**config.mk**
```make
export PLATFORM = sky130hd
export DESIGN_NAME = pipe_stage_reg
export DESIGN_NICKNAME = d
export VERILOG_FILES = /design/src/rtl/pipe_stage_reg.sv
export SDC_FILE = /design/constraint.sdc
export NUM_CORES = 1
export LEC_CHECK = 0
export ABC_AREA = 1
export CAP_MARGIN = 10
export CORE_ASPECT_RATIO = 1.25
export CORE_UTILIZATION = 33
export CTS_BUF_LIST = sky130_fd_sc_hd__clkbuf_4 sky130_fd_sc_hd__clkbuf_8
export DETAILED_ROUTE_END_ITERATION = 7
export GPL_ROUTABILITY_DRIVEN = 0
export PLACE_DENSITY = 0.66
export REMOVE_ABC_BUFFERS = 1
export SKIP_CTS_REPAIR_TIMING = 1
export SYNTH_ARGS = -nofsm -noshare
export SYNTH_HDL_FRONTEND = slang
export SYNTH_SLANG_ARGS = --single-unit
export TNS_END_PERCENT = 50
```
**constraint.sdc**
```tcl
create_clock -name clk -period 12.6 [get_ports clk]
set_input_delay 3.78 -clock clk [delete_from_list [all_inputs] [get_ports clk]]
set_output_delay 3.78 -clock clk [all_outputs]
set_load 0.1 [all_outputs]
```
**src/rtl/pipe_stage_reg.sv**
```systemverilog
// Elastic pipeline register with valid/ready handshake, freeze and flush.
// Optional 2-entry skid buffer fully registers the backpressure path.
module pipe_stage_reg #(
  parameter int unsigned           DATA_WIDTH  = 64,
  parameter logic [DATA_WIDTH-1:0] FLUSH_VALUE = '0,
  parameter bit                    SKID_EN     = 1'b1
) (
  input  logic                  clk,
  input  logic                  rst,
  input  logic                  flush,
  input  logic                  freeze,
  input  logic                  in_valid,
  output logic                  in_ready,
  input  logic [DATA_WIDTH-1:0] in_data,
  output logic                  out_valid,
  input  logic                  out_ready,
  output logic [DATA_WIDTH-1:0] out_data,
  output logic [1:0]            count
);

  logic                  main_valid_q, main_valid_d;
  logic [DATA_WIDTH-1:0] main_data_q,  main_data_d;
  logic                  skid_valid_q, skid_valid_d;
  logic [DATA_WIDTH-1:0] skid_data_q,  skid_data_d;
  logic                  in_fire, out_fire;

  assign out_valid = main_valid_q & ~freeze;
  assign out_data  = main_data_q;
  assign count     = {1'b0, main_valid_q} + {1'b0, skid_valid_q};
  assign in_fire   = in_valid & in_ready;
  assign out_fire  = out_valid & out_ready;

  // Upstream ready: registered-only with skid, pass-through without.
  generate
    if (SKID_EN) begin : g_skid
      assign in_ready = ~rst & ~skid_valid_q & ~freeze & ~flush;
    end else begin : g_noskid
      assign in_ready = ~rst & (~main_valid_q | out_ready)
                      & ~freeze & ~flush;
    end
  endgenerate

  // Next-state: flush beats freeze beats normal transfer.
  always_comb begin
    main_valid_d = main_valid_q;
    main_data_d  = main_data_q;
    skid_valid_d = skid_valid_q;
    skid_data_d  = skid_data_q;
    if (flush) begin
      main_valid_d = 1'b0;
      skid_valid_d = 1'b0;
      main_data_d  = FLUSH_VALUE;
      skid_data_d  = FLUSH_VALUE;
    end else if (!freeze) begin
      if (SKID_EN) begin
        if (!main_valid_q) begin
          if (in_fire) begin
            main_valid_d = 1'b1;
            main_data_d  = in_data;
          end
        end else if (out_fire) begin
          if (skid_valid_q) begin
            main_data_d  = skid_data_q;
            skid_valid_d = 1'b0;
          end else if (in_fire) begin
            main_data_d  = in_data;
          end else begin
            main_valid_d = 1'b0;
          end
        end else if (in_fire) begin
          skid_valid_d = 1'b1;
          skid_data_d  = in_data;
        end
      end else begin
        if (in_fire) begin
          main_valid_d = 1'b1;
          main_data_d  = in_data;
        end else if (out_fire) begin
          main_valid_d = 1'b0;
        end
      end
    end
  end

  // State registers; reset discards every entry immediately.
  always_ff @(posedge clk or posedge rst) begin
    if (rst) begin
      main_valid_q <= 1'b0;
      main_data_q  <= FLUSH_VALUE;
      skid_valid_q <= 1'b0;
      skid_data_q  <= FLUSH_VALUE;
    end else begin
      main_valid_q <= main_valid_d;
      main_data_q  <= main_data_d;
      skid_valid_q <= skid_valid_d;
      skid_data_q  <= skid_data_d;
    end
  end

endmodule
```
==> flow_summary.yaml <==
outcome:
  outcome: "completed"
critical_path:
  path_class: "in2out"
  crit-reg2reg-launch: "skid_valid_q"
  cp_top_family: "buffers and inverters"
  rrSetupSlack_ps: 9180
  end_kind: "output pin"
  start_kind: "primary input"
  path_max_fanout: 3
  cp_common_cell: "clkdlybuf4s50_1"
  slowest_stage: "clkdlybuf4s50_1"
  cpPeakStageDelay_ps: 1190
  crit_buf_inv: 2
  timing.rr.end: "skid_data_q[20]"
  crit_required_ps: 8820
  worstPathArrival_ps: 5840
  worstRegToRegCells: 7
  crit_chain: "clkdlybuf4s50_1 > nor4_1 > clkdlybuf4s50_1"
finish:
  area_growth_pct: 25.9
  fin_nets: 1033
  post_route_cells_drive_above_1_share: 0.0595
  stdcell_area_um2: 8370
  fill_cells: 1975
  num_antenna_cells: 0
  finalNonFillerCells: 1240
floorplan:
  io_pins: 138
  initial_core_util: 0.339
  dieArea_um2: 20700
  row_count: 57
  design.core.area_um2: 19600
  die_x_um: 129
  fp.dieH_um: 161
synth:
  yosys_warnings: 0
  synthArstFlopShare: 1.00
  synth_cells: 866
  syn_area_per_cell_um2: 7.68
  synth_seq_cells: 130
  synthDistinctLibCells: 22
  yosysSeqAreaShare: 0.489
  synth_area_um2: 6650
  synth_edf_count: 0
  ys.flop_type: "dfrtp_1"
clock_network:
  ctsLongestPathBuffers: 2
  clk_pin_slew_ps: 70
  cts_tree: "built"
  cts-root-buf: "clkbuf_8"
  cts_made_buffers: 17
  clock_latency_ps: 430
  clock-sinks: 130
  h-tree-depth: 4
grt:
  grt_pass1_vias: 5942
  grt_pass1_wl_um: 30500
  overflow: 0
  grt_use_total: 0.187
  antenna_found_initial: 0
  grt_max_degree: 78
route:
  dr.pass1.iters: 4
  vias: 6122
  drtIter0Drc: 441
  wl_per_cell_um: 14.6
  ant_nets: 0
  wl_um: 18200
  avgViaCountPerCell: 4.94
  drcViolationCount: 0
placed_design:
  dpl-instance-area_um2: 7960
  placed_cells: 1208
  portBuffers: 137
  hpwlAfterDp_um: 9860
pwr:
  p_leak_nw: 4.27
  p_per_area_nw_per_um2: 111
  ir_drop_mv: 0.0625
  power.total_mw: 0.926
hold_path:
  min_path_type: "reg2reg"
  hold_path_depth: 2
  holdPathEnd: "skid_data_q[19]"
  holdCritStartpoint: "skid_data_q[19]"
sta:
  fin_crit_sh: 0.764
  rsz0062_at_grt: "false"
  finalClockSkew_ps: 11.0
  period_needed_ps: 9620
  hold_violations: 0
  clock.fmax_mhz: 104
  worst_pin_slew_ps: 1040
  setup_viol: 0
  setup_tns_ps: 0
  slew-limit-headroom: 0.302
  drv_slew: 0
job:
  maxCapViolCount: 0
-- worst register-to-register path, delay by kind of cell (launching register included) --
kind,cells,cell delay [ps]
simple gates,5,2130
buf+inv,1,610
compound gates,1,60
flops,1,470
-- power by group --
part	switching (mW)	internal [mW]	leakage (nW)
Combinational	0.0816	0.0367	2.26
Sequential	0.00588	0.426	1.81
Clock	0.164	0.211	0.209
Total	0.252	0.674	4.27
-- layout make-up --
class                   count  area, um^2  area share
clock inverters            10         133      0.0158
repair buffers            143        1410       0.169
well taps                 265         332      0.0396
multi-input cells         664        2930       0.350
clock buffers              22         284      0.0339
inverters                   6        27.5     0.00329
flip-flops and latches    130        3250       0.389
-- through the flow --
stage	util	setup WS (ps)	hold slack, ps
after global placement	0.406	2980	463
after floorplan	-	2080	454
final	0.427	2980	488
after CTS	0.427	2960	486
after detailed placement	0.406	2980	468
after global routing	0.427	2930	508
-- synthesized netlist by cell type (2+ instances only) --
library cell	n	share of area
nand2_1	327	0.18
nor2_1	131	0.074
dfrtp_1	130	0.49
nand3_1	67	0.050
nand4_1	65	0.061
o21ai_1	52	0.039
buf_6	22	0.037
buf_2	16	0.012
clkbuf_1	14	0.0079
o21ai_2	8	0.011
buf_4	7	0.0079
buf_1	6	0.0034
inv_1	6	0.0034
o21ai_0	4	0.0030
nand2_4	3	0.0051
nor2_4	2	0.0034
-- routing by layer --
layer / vias up / track usage / routed length, um
li1: 3015 / - / -
met1: 2948 / 0.240 / 8280
met2: 141 / 0.315 / 8980
met3: 18 / 0.0336 / 685
met4: 0 / 0.0620 / 219
met5: - / 0 / 0
-- logic make-up (layout without fill, tap and decap cells) --
| logic type | count (synthesis) | after routing | share of synthesized area |
|---|---|---|---|
| buf+inv | 72 | 181 | 0.0740 |
| fa+ha+maj | 1 | 1 | 0.00188 |
| compound gates | 65 | 65 | 0.0534 |
| simple gates | 598 | 598 | 0.381 |
| flops | 130 | 130 | 0.489 |
-- sequential cells by signal (all words and copies together) (netlist names) --
name,flops
main_valid_q,1
out_data,64
skid_data_q,64
skid_valid_q,1
-- worst max-delay path by stage --
stage               depth (start not counted)  startpoint  slack [ps]       end
floorplan                                   1         rst        2080  in_ready
global placement                            3         rst        2980  in_ready
global route                                3         rst        2930  in_ready
CTS                                         3         rst        2960  in_ready
detailed placement                          3         rst        2980  in_ready
finish                                      3         rst        2980  in_ready
-- cells in the final DEF, fill, tap and decap left out, types with 3 or more instances in the layout --
master | synthesis | final
clkbuf_8 | 1 | 19
bufinv_16 | 0 | 3
nor2_1 | 131 | 130
clkinvlp_4 | 0 | 3
nand3_1 | 67 | 66
nand2_1 | 327 | 326
nand4_1 | 65 | 65
clkbuf_4 | 0 | 3
o21ai_1 | 52 | 52
dfrtp_1 | 130 | 130
buf_4 | 7 | 6
clkinv_2 | 0 | 4
nand2_4 | 3 | 4
o21ai_2 | 8 | 8
nor2_4 | 2 | 3
inv_1 | 6 | 5
o21ai_0 | 4 | 4
clkdlybuf4s50_1 | 0 | 136
Note: power is estimated with default switching activity, not from simulation.
